## config.mk

```make
export PLATFORM = sky130hd
export DESIGN_NAME = window_sample_packer
export DESIGN_NICKNAME = d
export VERILOG_FILES = /design/src/rtl/window_sample_packer_pkg.sv /design/src/rtl/window_sample_packer_rec_hold_reg.sv /design/src/rtl/window_sample_packer.sv
export SDC_FILE = /design/constraint.sdc
export NUM_CORES = 1
export LEC_CHECK = 0
export CAP_MARGIN = 20
export CELL_PAD_IN_SITES_DETAIL_PLACEMENT = 1
export CELL_PAD_IN_SITES_GLOBAL_PLACEMENT = 2
export CORE_ASPECT_RATIO = 1.2
export CORE_MARGIN = 4
export CORE_UTILIZATION = 30
export CTS_CLUSTER_DIAMETER = 50
export CTS_CLUSTER_SIZE = 24
export DETAILED_ROUTE_END_ITERATION = 8
export GPL_TIMING_DRIVEN = 0
export PLACE_DENSITY_LB_ADDON = 0.1
export SLEW_MARGIN = 10
export SYNTH_ARGS = -nofsm -noshare
export SYNTH_HDL_FRONTEND = slang
export SYNTH_HIERARCHICAL = 1
export SYNTH_SLANG_ARGS = --single-unit
```

## constraint.sdc

```tcl
create_clock -name clk -period 3.74 [get_ports clk]
set_input_delay 0.748 -clock clk [delete_from_list [all_inputs] [get_ports clk]]
set_output_delay 0.748 -clock clk [all_outputs]
set_load 0.03 [all_outputs]
```

## src/rtl/window_sample_packer_pkg.sv

```systemverilog
// Shared definitions for the window sample packer and its sibling timer consumers:
// FSM state encodings and the layout of the packed summary record.
package window_sample_packer_pkg;

   localparam logic [0:0] IDLE    = 1'b0;
   localparam logic [0:0] COLLECT = 1'b1;

   localparam int SLOT_W    = 5;
   localparam int COUNT_W   = 5;
   localparam int SUM_EXT_W = 5;

   // Record layout, LSB first: sum | max | count | first
   localparam int SUM_LSB = 0;

   function automatic int rec_width(input int data_w);
      return 3 * SLOT_W + 2 * data_w;
   endfunction

   function automatic int max_lsb(input int data_w);
      return data_w + SUM_EXT_W;
   endfunction

   function automatic int count_lsb(input int data_w);
      return 2 * data_w + SUM_EXT_W;
   endfunction

   function automatic int first_lsb(input int data_w);
      return 2 * data_w + SUM_EXT_W + COUNT_W;
   endfunction

   localparam int REC_W = rec_width(8);

endpackage

```

## src/rtl/window_sample_packer_rec_hold_reg.sv

```systemverilog
// One-entry valid/ready holding register; a load is taken when the slot is empty or
// draining this cycle, otherwise it is refused and the held entry is kept.
module rec_hold_reg #(
   parameter int W = 8
) (
   input  logic         clk,
   input  logic         rst,
   input  logic         load_valid,
   input  logic [W-1:0] load_data,
   output logic         load_ok,
   output logic         out_valid,
   input  logic         out_ready,
   output logic [W-1:0] out_data
);

   logic room;

   assign room    = !out_valid || out_ready;
   assign load_ok = load_valid && room;

   always_ff @(posedge clk) begin
      // NOTE: the data register is reset as well, so a held record never outlives rst.
      if (rst) begin
         out_valid <= 1'b0;
         out_data  <= '0;
      end else if (load_ok) begin
         out_valid <= 1'b1;
         out_data  <= load_data;
      end else if (out_ready) begin
         out_valid <= 1'b0;
      end
   end

endmodule

```

## src/rtl/window_sample_packer.sv

```systemverilog
// Collects samples inside each timer high window and emits one summary record
// (sum, count, max, first slot) per window, counting dropped records and aborted windows.
module window_sample_packer
   import window_sample_packer_pkg::*;
#(
   parameter int DATA_W           = 8,
   parameter int OUTPUT_UP_PERIOD = 16,
   parameter int EMIT_EMPTY       = 0,
   parameter int CNT_W            = 8
) (
   input  logic                clk,
   input  logic                rst,
   input  logic                win_high,
   input  logic [4:0]          slot,
   input  logic                low_start,
   input  logic                in_valid,
   input  logic [DATA_W-1:0]   in_data,
   output logic                rec_valid,
   input  logic                rec_ready,
   output logic [DATA_W+4:0]   rec_sum,
   output logic [4:0]          rec_count,
   output logic [DATA_W-1:0]   rec_max,
   output logic [4:0]          rec_first,
   output logic [CNT_W-1:0]    drop_cnt,
   output logic [CNT_W-1:0]    abort_cnt
);

   localparam int               SUM_W     = DATA_W + SUM_EXT_W;
   localparam int               RW        = rec_width(DATA_W);
   localparam logic [4:0]       LAST_SLOT = 5'(OUTPUT_UP_PERIOD - 1);
   localparam logic [CNT_W-1:0] CNT_MAX   = '1;
   localparam logic [CNT_W-1:0] CNT_ONE   = CNT_W'(1);

   logic [0:0]        state_q, state_n;
   logic [SUM_W-1:0]  sum_q, sum_n;
   logic [4:0]        count_q, count_n;
   logic [DATA_W-1:0] max_q, max_n;
   logic [4:0]        first_q, first_n;
   logic              start, finalize, abort, accept;
   logic              rec_load, rec_load_ok, rec_drop;
   logic [CNT_W-1:0]  drop_q, abort_q;
   logic [RW-1:0]     rec_word_in, rec_word_out;

   always_comb begin
      // NOTE: every signal written here gets a default first, so no latch is inferred.
      state_n  = state_q;
      start    = 1'b0;
      finalize = 1'b0;
      abort    = 1'b0;
      case (state_q)
         IDLE: begin
            if (win_high && slot == '0) begin
               start   = 1'b1;
               state_n = COLLECT;
            end
         end
         COLLECT: begin
            if (low_start) begin
               finalize = 1'b1;
               state_n  = IDLE;
            end else if (!win_high) begin
               abort   = 1'b1;
               state_n = IDLE;
            end else if (slot == '0) begin
               // Timer wrapped without closing the window: count it and restart.
               abort = 1'b1;
               start = 1'b1;
            end
         end
         default: state_n = IDLE;
      endcase
   end

   assign accept = win_high && in_valid && (slot <= LAST_SLOT)
                   && (start || state_q == COLLECT);

   // A start cycle begins from zero rather than adding to stale contents.
   always_comb begin
      sum_n   = start ? '0 : sum_q;
      count_n = start ? '0 : count_q;
      max_n   = start ? '0 : max_q;
      first_n = start ? '0 : first_q;
      if (accept) begin
         if (count_n == '0) first_n = slot;
         if (in_data > max_n) max_n = in_data;
         sum_n   = sum_n + SUM_W'(in_data);
         count_n = count_n + 5'd1;
      end
   end

   assign rec_load    = finalize && (count_n != '0 || EMIT_EMPTY != 0);
   assign rec_drop    = rec_load && !rec_load_ok;
   assign rec_word_in = {first_n, count_n, max_n, sum_n};

   always_ff @(posedge clk) begin
      // NOTE: state registers use non-blocking assignments so every flop samples pre-edge values.
      if (rst) begin
         state_q <= IDLE;
         sum_q   <= '0;
         count_q <= '0;
         max_q   <= '0;
         first_q <= '0;
         drop_q  <= '0;
         abort_q <= '0;
      end else begin
         state_q <= state_n;
         if (state_n == COLLECT) begin
            sum_q   <= sum_n;
            count_q <= count_n;
            max_q   <= max_n;
            first_q <= first_n;
         end else begin
            sum_q   <= '0;
            count_q <= '0;
            max_q   <= '0;
            first_q <= '0;
         end
         if (rec_drop && drop_q != CNT_MAX) drop_q <= drop_q + CNT_ONE;
         if (abort && abort_q != CNT_MAX) abort_q <= abort_q + CNT_ONE;
      end
   end

   rec_hold_reg #(
      .W (RW)
   ) u_rec_hold (
      .clk        (clk),
      .rst        (rst),
      .load_valid (rec_load),
      .load_data  (rec_word_in),
      .load_ok    (rec_load_ok),
      .out_valid  (rec_valid),
      .out_ready  (rec_ready),
      .out_data   (rec_word_out)
   );

   assign rec_sum   = rec_word_out[SUM_LSB +: SUM_W];
   assign rec_max   = rec_word_out[max_lsb(DATA_W) +: DATA_W];
   assign rec_count = rec_word_out[count_lsb(DATA_W) +: COUNT_W];
   assign rec_first = rec_word_out[first_lsb(DATA_W) +: SLOT_W];
   assign drop_cnt  = drop_q;
   assign abort_cnt = abort_q;

endmodule

```

==> results of run 1 <==
==> through the flow <==
| stage | hold slack, ns | setup TNS (ns) | cell area [um^2] |
|---|---|---|---|
| 2_1_floorplan | 0.4573 | -0.01827 | 4537 |
| 3_3_place_gp | 0.4589 | -28.03 | 5448 |
| 3_5_place_dp | 0.4635 | -29.51 | 5448 |
| 4_1_cts | 0.4752 | 0 | 5859 |
| 5_1_grt | 0.4946 | -0.1210 | 5976 |
| 6_report | 0.4706 | 0 | 5976 |
==> final timing paths <==
| check | slack, ns | endpoint | cells after the start | start |
|---|---|---|---|---|
| max | 0.13 | u_rec_hold/out_data[17] | 15 | low_start |
| max reg2reg | 0.61 | u_rec_hold/out_data[17] | 14 | state_q |
| min reg2reg | 0.47 | u_rec_hold/out_data[15] | 2 | u_rec_hold/out_data[15] |
| min | 0.47 | u_rec_hold/out_data[15] | 2 | u_rec_hold/out_data[15] |
==> flip-flops by register name, indices dropped and copies added (netlist names) <==
register,flops
u_rec_hold/out_data,31
state_q,1
abort_cnt,8
drop_cnt,8
first_q,5
sum_q,13
count_q,5
max_q,8
u_rec_hold/out_valid,1
==> layout by cell type, fill, tap and decap left out, types with 4 or more instances in the layout <==
cell type / n
o211ai_1: 4
clkdlybuf4s50_1: 60
ha_1: 14
and2_1: 11
ha_4: 4
mux2_2: 8
xor2_1: 5
nor3_1: 6
nand3_1: 14
nor2b_1: 7
xnor2_1: 12
a211oi_1: 4
clkbuf_1: 15
o21ai_0: 5
inv_1: 11
and2_4: 12
nand2b_1: 64
a21oi_1: 24
clkbuf_16: 9
buf_6: 5
nand4_1: 8
nor2_1: 30
or3_1: 7
dfxtp_1: 80
mux2i_1: 42
buf_4: 8
buf_8: 4
nand2_1: 43
==> critical path, stage by stage <==
cell	delay, ns
clkdlybuf4s50_1	0.47
a21bo_2	0.26
or3_4	0.45
buf_8	0.17
and2_4	0.16
inv_1	0.05
ha_1	0.23
nor2b_1	0.14
o211ai_1	0.20
a21oi_2	0.12
o221ai_4	0.20
buf_6	0.15
mux2_2	0.34
nand2b_1	0.07
mux2i_1	0.07
==> final cells by class <==
| cell class | instances | area [um^2] | area share [%] |
|---|---|---|---|
| repair buffers | 78 | 745.7 | 12.48 |
| inverters | 14 | 52.55 | 0.8794 |
| multi-input cells | 382 | 2869 | 48.01 |
| clock buffers | 13 | 250.2 | 4.188 |
| well taps | 200 | 250.2 | 4.188 |
| plain buffers | 21 | 141.4 | 2.366 |
| clock inverters | 3 | 65.06 | 1.089 |
| flip-flops and latches | 80 | 1602 | 26.80 |
==> Yosys cell counts (2+ instances only) <==
| cell type | count |
|---|---|
| and2_1 | 11 |
| nor3_1 | 7 |
| dfxtp_1 | 80 |
| a211oi_1 | 4 |
| or4_1 | 3 |
| and2_4 | 12 |
| nand3_1 | 14 |
| a21o_1 | 2 |
| buf_1 | 2 |
| buf_6 | 2 |
| o31ai_1 | 2 |
| buf_8 | 3 |
| inv_1 | 11 |
| nand2_1 | 43 |
| nor2b_1 | 7 |
| inv_2 | 3 |
| and4_1 | 2 |
| o21ai_0 | 6 |
| nor3b_1 | 3 |
| nor2_1 | 30 |
| mux2_1 | 3 |
| nand2b_1 | 64 |
| nand4_1 | 8 |
| nor4b_1 | 3 |
| mux2_2 | 8 |
| mux2_4 | 2 |
| and3_1 | 3 |
| o211ai_1 | 4 |
| ha_1 | 18 |
| a211o_1 | 2 |
| xnor2_1 | 12 |
| o2bb2ai_1 | 2 |
| clkbuf_1 | 12 |
| or3_1 | 9 |
| buf_2 | 5 |
| a2111oi_0 | 2 |
| mux2i_1 | 42 |
| o21ai_1 | 3 |
| nor4_1 | 4 |
| xor2_1 | 5 |
| o21a_1 | 2 |
| a21oi_1 | 25 |
==> cells by family (layout without fill, tap and decap cells) <==
family                   Yosys count  in the layout  synth area share (%)
flip-flops                        80             80                 35.73
AO/OA/AOI/OAI                     64             64                 9.743
buffers and inverters             38            129                 4.411
AND/OR/NAND/NOR                  227            227                 28.50
XOR/XNOR                          17             17                 3.322
multiplexers                      55             55                 12.81
adder cells (fa/ha/maj)           19             19                 5.472
==> routing by layer <==
| layer | track usage, % | vias up | routed length (um) |
|---|---|---|---|
| met5 | 0 | - | 0 |
| met4 | 7.780 | 0 | 465 |
| met3 | 2.951 | 24 | 415 |
| met2 | 26.99 | 64 | 6316 |
| met1 | 16.82 | 1868 | 5404 |
| li1 | - | 1913 | - |
==> report_power, final <==
group	switching, mW	leakage, nW	internal (mW)
logic	0.0551	1.25	0.0456
clock network	0.355	0.154	0.603
registers	0.000230	0.644	0.852
==> what timing repair did <==
action                     4_1_cts  5_1_grt
resized for setup               21       19
setup endpoints to repair       41       15
pin swaps                       10       12
setup buffers                    6        5
==> impl_metrics.yaml, run 1 <==
run_status:
  outcome: "complete, no violations"
yosys:
  synth_cells: 500
  syn_nets: 538
  synthArstFlopShare_pct: 0
  postSynthAreaPerCell_um2: 8.964
  synth_enable_flop_cells: 0
  ys_top_cells_by_area: "dfxtp_1 (36%), mux2i_1 (9.4%), nand2b_1 (8.9%)"
  netlist_area_um2: 4482
  yosys_register_bits: 80
  synth_cell_types: 57
  yosysWarnings: 6
  yosysSeqAreaShare_pct: 35.73
  synth_largest_area_cell: "dfxtp_1"
  synth-main-ff-cell: "dfxtp_1"
  synth_top_area_share_pct: 35.73
drt:
  post_drt_wl_per_cell_um: 15.93
  num_vias: 3869
  drt_first_pass_iters: 4
  first_iter_violations: 98
  wl_um: 12600
  drtAntennaViolNets: 0
  drc: 0
  via_per_inst: 4.891
cts:
  clkLatencyLatePin_ns: 0.34
  cts_tree: "yes"
  cts_hold_buf: 0
  cts_max_level: 3
  cts_buffers: 9
  clkSlewWorstSetupHoldPaths_ns: 0.06
  clockBufferDepth: 2
  cts-root-buf: "clkbuf_16"
  cts_sinks: 80
worst_setup_path:
  worst_ep_arrival_time_ns: 3.84
  worstSetupPathType: "in -> reg"
  crit_fanout: 10
  critPathLaunchType: "input port"
  critPathRequiredTime_ns: 3.96
  end_kind: "flip-flop"
timing:
  tightestPinTransition_ns: 0.6676
  skew_ns: 0.005465
  slew_headroom_pct: 55.15
  fmax_mhz: 276.9
  setup_viol: 0
  slew_violations: 0
  setup_ws_ns: 0.1284
  final.min_clock_period_ns: 3.612
  hold_violations: 0
  finalCritPeriodShare_pct: 96.57
min_path:
  hp-class: "reg -> reg"
layout:
  stdcell_count: 791
  syn_to_final_growth_pct: 33.33
  drive_gt1_share_pct: 14.55
  diodes: 0
  fin_util_pct: 41.12
  nets: 624
  nFillCells: 1709
die:
  die_h_um: 141.9
  io_pins: 67
  die_area_um2: 16970
  coreArea_um2: 14530
  start_util_pct: 30.84
  fp.dieW_um: 119.6
  rows: 48
power_and_ir_drop:
  power_per_cell_area_nw_per_um2: 319.8
  leakage_nw: 2.045
  p_total_mw: 1.911
  peakVddDrop_mv: 0.1425
place:
  dpl.hpwl_um: 9374
  place_inst: 766
  place_ws_ns: -0.9101
  globalplace.congestion: 0.8150
  io_buffer_count: 66
global_routing:
  first_global_vias: 4140
  antenna_found_initial: 0
  grt_start_max_net_pins: 15
  grt-ovfl-total: 0
  grt_pass1_wl_um: 20360
  track_usage_pct: 15.04
run:
  cap_viol_max_count: 0
(Power assumes the default switching activity.)
==> run 2, diff against run 1 <==
--- a/config.mk
+++ b/config.mk
@@ -9,13 +9,13 @@
 export CELL_PAD_IN_SITES_DETAIL_PLACEMENT = 1
 export CELL_PAD_IN_SITES_GLOBAL_PLACEMENT = 2
 export CORE_ASPECT_RATIO = 1.2
-export CORE_MARGIN = 4
+export CORE_MARGIN = 1
 export CORE_UTILIZATION = 30
 export CTS_CLUSTER_DIAMETER = 50
-export CTS_CLUSTER_SIZE = 24
 export DETAILED_ROUTE_END_ITERATION = 8
 export GPL_TIMING_DRIVEN = 0
 export PLACE_DENSITY_LB_ADDON = 0.1
+export SETUP_SLACK_MARGIN = 0.3
 export SLEW_MARGIN = 10
 export SYNTH_ARGS = -nofsm -noshare
 export SYNTH_HDL_FRONTEND = slang
==> run 2 against run 1 <==
Compared with the run above:
- sequential share of layout area fell by 1.7 points
- largest power group unchanged
- non-clock buffer count rose by 21
- count of clock-buffer cells in the layout fell by 1
- total power rose by 2.3%
- highest routed layer unchanged
- wire length rose by 6.0%
- hold slack improved by 0.0032 ns
- via count rose by 3.0%
- combinational power rose by 11%
- fmax fell by 0.23%
- global-route usage rose by 2.9 points
- die area fell by 9.0%
==> impl_metrics.yaml, run 2 (synthesis gave the netlist of run 1 again) <==
worst_setup_path:
  critPathRequiredTime_ns: 4.02
  crit_cells: 15
  ff2ff_setup_slack_ns: 0.59
  crit_buf_inv: 4
  worst_path_most_repeated_cell: "buf_6"
  worstSetupPathType: "in -> reg"
  rr_worst_depth: 13
  critPathLaunchType: "input port"
  endpoint: "u_rec_hold/out_data[8]"
  reg2reg_from: "state_q"
  reg2reg_to: "u_rec_hold/out_data[8]"
  cpPeakStageDelay_ns: 0.54
  cp_cell_sequence: "buf_6 > or4_4 > buf_6 > or3_1 > buf_6 > and2_4 > ha_4 > fa_2 > a21o_1 > a2111oi_4 > buf_4 > nor3_2 > xnor2_1 > nand2b_1 > mux2i_1"
  worst_ep_arrival_time_ns: 3.90
  crit_slowest_cell: "or4_4"
  critical_path.top_delay_family: "simple AND/OR/NAND/NOR gates"
  crit_fanout: 5
  end_kind: "flip-flop"
  cp-startpoint: "slot[2]"
place:
  place_inst: 766
  globalplace.congestion: 0.7463
  dpl.hpwl_um: 9463
  dpl_cell_area_um2: 5610
  io_buffer_count: 66
layout:
  diodes: 0
  syn_to_final_growth_pct: 42.13
  largest_reg_flops: 31
  layout_common_cells: "dfxtp_1 (80), nand2b_1 (64), clkdlybuf4s50_1 (59), mux2i_1 (42), nand2_1 (41)"
  nets: 645
  final_area_um2: 6370
  stdcell_count: 811
  drive_gt1_share_pct: 22.59
  regMostFlops: "u_rec_hold/out_data"
  reg_top3: "u_rec_hold/out_data (31), sum_q (13)"
  layout_commonest_cell: "dfxtp_1"
drt:
  num_vias: 3984
  drt_first_pass_iters: 4
  drc: 0
  wl_um: 13360
  first_iter_violations: 58
  via_per_inst: 4.912
  drtAntennaViolNets: 0
  post_drt_wl_per_cell_um: 16.47
cts:
  clkLatencyLatePin_ns: 0.35
  cts_sinks: 80
  cts-root-buf: "clkbuf_16"
  cts_tree: "yes"
  clockBufferDepth: 2
  cts_buffers: 9
  cts_max_level: 3
  clkSlewWorstSetupHoldPaths_ns: 0.06
die:
  coreArea_um2: 14470
  io_pins: 67
  rows: 48
  die_h_um: 135.9
  start_util_pct: 30.96
  fp.dieW_um: 113.6
  die_area_um2: 15430
min_path:
  hp-class: "reg -> reg"
  hold_depth: 2
global_routing:
  grt_start_max_net_pins: 14
  grt_use_met2_pct: 32.99
  use_met1_pct: 20.42
  grt_util_met3_pct: 2.720
  track_usage_pct: 17.92
  grt-ovfl-total: 0
  antenna_found_initial: 0
  first_global_vias: 4201
  busiest_layer: "met2"
  grt_pass1_wl_um: 21290
run_status:
  outcome: "complete, no violations"
power_and_ir_drop:
  power_per_cell_area_nw_per_um2: 307.0
  leakage_nw: 2.196
  peakVddDrop_mv: 0.1566
timing:
  fmax_mhz: 276.3
  rsz0062_at_grt: "yes"
  hold_violations: 0
  slew_violations: 0
  setup_viol: 0
  finalCritPeriodShare_pct: 96.79
  slew_headroom_pct: 30.66
  skew_ns: 0.005926
  tightestPinTransition_ns: 1.032
  tns_ns: 0
  final.min_clock_period_ns: 3.620
run:
  cap_viol_max_count: 0
## run 2: what timing repair did
action | 4_1_cts | 5_1_grt
hold buffers | 0 | 0
cloned | 0 | 0
gates resized for setup | 34 | 27
pin swaps | 24 | 24
endpoints found under the setup margin | 44 | 32
buffers inserted | 22 | 8
## run 2: power breakdown
| part | leakage (nW) | switching (mW) | internal [mW] |
|---|---|---|---|
| clock | 0.159 | 0.374 | 0.617 |
| combinational | 1.39 | 0.0592 | 0.0523 |
| sequential | 0.644 | 0.000268 | 0.852 |
## run 2: worst min path at each step
| stage | startpoint | end | slack, ns |
|---|---|---|---|
| final | u_rec_hold/out_data[1] | u_rec_hold/out_data[1] | 0.47 |
| after global routing | u_rec_hold/out_data[1] | u_rec_hold/out_data[1] | 0.49 |
| after CTS | u_rec_hold/out_data[9] | u_rec_hold/out_data[9] | 0.48 |
| after detailed placement | u_rec_hold/out_data[9] | u_rec_hold/out_data[9] | 0.47 |
| after global placement | u_rec_hold/out_data[14] | u_rec_hold/out_data[14] | 0.46 |
| after floorplan | first_q[0] | first_q[0] | 0.46 |
## run 2: area by class of cell
type	count	area [um^2]
well taps	200	250.2
plain buffers	24	172.7
flip-flops and latches	80	1602
repair buffers	96	913.4
inverters	14	52.55
clock buffers	12	256.5
fillers	1643	8104
multi-input cells	382	3058
clock inverters	3	65.06
## run 2: per-stage QoR
stage	hold WS (ns)	utilization [%]	power, mW	setup slack [ns]
floorplan	0.4573	-	0.9238	0.006836
global placement	0.4574	38.76	0.9718	-0.8253
detailed placement	0.4682	38.76	0.9740	-0.8335
CTS	0.4786	42.59	1.976	0.1087
global route	0.4917	44.01	2.026	-0.01819
finish	0.4739	44.01	1.955	0.1202
## run 2: layer usage
metal / share of wire, % / vias to the layer above
met1: 43 / 1963
met5: 0 / -
met4: 1.8 / 0
met2: 53 / 59
li1: - / 1950
met3: 2.9 / 12
## run 2: worst reg2reg max path, stage by stage, from the launching register on
cell,delay (ns)
dfxtp_1,0.39
a21bo_4,0.26
or3_1,0.36
buf_6,0.15
and2_4,0.15
ha_4,0.16
fa_2,0.37
a21o_1,0.21
a2111oi_4,0.42
buf_4,0.19
nor3_2,0.04
xnor2_1,0.20
nand2b_1,0.08
mux2i_1,0.12
==> variant (flow settings as in run 1) <==
Set the parameter `CNT_W` to 10 (it was 8).
--- a/src/rtl/window_sample_packer.sv
+++ b/src/rtl/window_sample_packer.sv
@@ -6,7 +6,7 @@
    parameter int DATA_W           = 8,
    parameter int OUTPUT_UP_PERIOD = 16,
    parameter int EMIT_EMPTY       = 0,
-   parameter int CNT_W            = 8
+   parameter int CNT_W            = 10
 ) (
    input  logic                clk,
    input  logic                rst,
Ports: changed (resized abort_cnt and drop_cnt); port bits go from 67 to 71. The function was not compared with the original's and may differ.
==> variant against run 1 <==
Routed wire length grew 2.9%. Power shrank 0.54%. Area after synthesis grew 2.4%. Global-route usage grew 0.65 points. Design area grew 4.2%. Setup slack lost 0.041 ns. Worst hold slack gained 0.0023 ns. Sequential cell count grew 4. Critical path type unchanged. Critical endpoint is now u_rec_hold/out_data[12]. Highest routed layer unchanged.
==> variant: results (changes against run 1) <==
status:
  status: "finished clean"
clocking:
  clk_pin_slew_ns: 0.06  # about the same
  cts_buffers: 9  # unchanged
  insertion_delay_ns: 0.35
  cts-root-buf: "clkbuf_16"
  htree_levels: 3  # unchanged
  cts_buffer_depth: 2  # unchanged
synth:
  ys_top_cells_by_count: "dfxtp_1 (84), nand2b_1 (63), mux2i_1 (42), nand2_1 (34), a21oi_1 (31)"
  syn-num-nets: 549  # +2.0%
  ys_warn_count: 6  # unchanged
  yosysTopAreaCell: "dfxtp_1"
  yosysUniqueCellTypes: 52  # -8.8%
  synth.avg_cell_area_sq_um: 8.98  # +0.22%
  yosysSeqAreaShare_pct: 36.6  # +0.90 points
  yosysTopAreaCellShare_pct: 36.6  # +0.90 points
  synth-async-reset-ratio_pct: 0  # unchanged
  synth_area_leaders: "dfxtp_1 (37%), mux2i_1 (9.2%), nand2b_1 (8.6%)"
place:
  dp_cells: 785  # +2.5%
  port_buffers: 70  # +6.1%
  gp_congestion: 0.788  # -3.4%
  hpwlAfterDp_um: 9810  # +4.7%
power:
  netSwitchingPower_uw: 423  # +3.1%
  power.leakage_nw: 2.13  # +4.2%
  seq-power_uw: 895  # +5.0%
  p_int_mw: 1.48  # -1.5%
  clkPwrFrac_pct: 47.8  # -2.3 points
  irDropWorstVdd_uv: 147  # +3.1%
layout:
  fin_cells: 816  # +3.2%
  n_antenna_cell: 0  # unchanged
  largestRegisters: "u_rec_hold/out_data (31), sum_q (13)"
  fill_cells: 1773  # +3.7%
  drive_above_1_share_pct: 16.2  # +1.6 points
  finalNetCount: 645  # +3.4%
global_route:
  gr-usage-met3_pct: 3.15  # +0.20 points
  grt_pass1_wl_um: 21600  # +6.2%
  antenna_found_initial: 0  # unchanged
  grt_max_degree: 14  # -1
  met1_usage_pct: 19.1  # +2.3 points
  grt_pass1_vias: 4173  # +0.80%
  grt.total_usage_pct: 15.7  # +0.65 points
  gr-usage-met2_pct: 27.3  # +0.26 points
route:
  routed-wl-met2_um: 6580  # +4.2%
  drt_first_iter_violations: 103  # +5.1%
  dr_total_vias: 3963  # +2.4%
  topRoutingLayerUsed: "met4"
  wl_met1_um: 5750  # +6.3%
  drc_errors: 0  # unchanged
  wl_per_cell_um: 15.9  # -0.26%
  drt_first_pass_iters: 4  # unchanged
  wl_met3_um: 408  # -1.7%
sta:
  skew_ns: 0.00771  # +0.00225 ns
  tightest_slew_ns: 1.14  # +0.474 ns
critical_path:
  crit_start: "slot[2]"
  crit_path_max_fanout: 6  # -4
  r2r_start: "state_q"
  slowest_stage: "or4b_4"
  crit_family: "simple AND/OR/NAND/NOR gates"
  critPathMaxStageDelay_ns: 0.57  # +0.10 ns
min_path:
  min_path_type: "flip-flop to flip-flop"
  hp-start: "u_rec_hold/out_data[20]"
[variant: kinds of logic after synthesis]
family                     after synthesis  share of synthesized area, %
AOI/OAI and AO/OA                       88                          13.0
DFF                                     84                          36.6
and+or+nand+nor                        212                          26.0
buffers and inverters                   42                          4.72
xor gates and xnor gates                13                          2.48
adders and majority gates               19                          5.34
muxes                                   53                          11.9
[variant: what timing repair did]
action | CTS | global route
resized for setup | 41 | 16
setup endpoints to repair | 44 | 23
hold endpoints to repair | 0 | 0
buffers inserted | 12 | 5
pin swaps | 17 | 11
[variant: final timing paths]
path                            slack (ns)                      end  cells after the start
worst max-delay path                  0.09  u_rec_hold/out_data[12]                     14
worst min-delay path                  0.47  u_rec_hold/out_data[20]                      2
worst max register to register        0.70  u_rec_hold/out_data[12]                     13
worst min register to register        0.47  u_rec_hold/out_data[20]                      2
[variant: layout make-up]
class,count,area (sq um),share of cell area (%)
plain buffers,20,139,2.23
clock buffers,13,250,4.02
clock inverters,3,46.3,0.744
inverters,20,75.1,1.21
multi-input cells,385,2940,47.2
flip-flops and latches,84,1680,27.0
well taps,204,255,4.10
repair buffers,87,840,13.5
[variant: per-stage QoR]
stage | instance area (sq um) | hold WS, ns | setup slack, ns
detailed placement | 5630 | 0.462 | -0.950
floorplan | 4680 | 0.444 | -0.0428
CTS | 6100 | 0.479 | 0.00604
global route | 6230 | 0.503 | -0.0165
global placement | 5630 | 0.459 | -0.941
finish | 6230 | 0.473 | 0.0870
[variant: tightest hold or removal path: stages, from the launching register on]
cell	delay [ns]
dfxtp_1	0.31
nand2b_1	0.06
mux2i_1	0.05
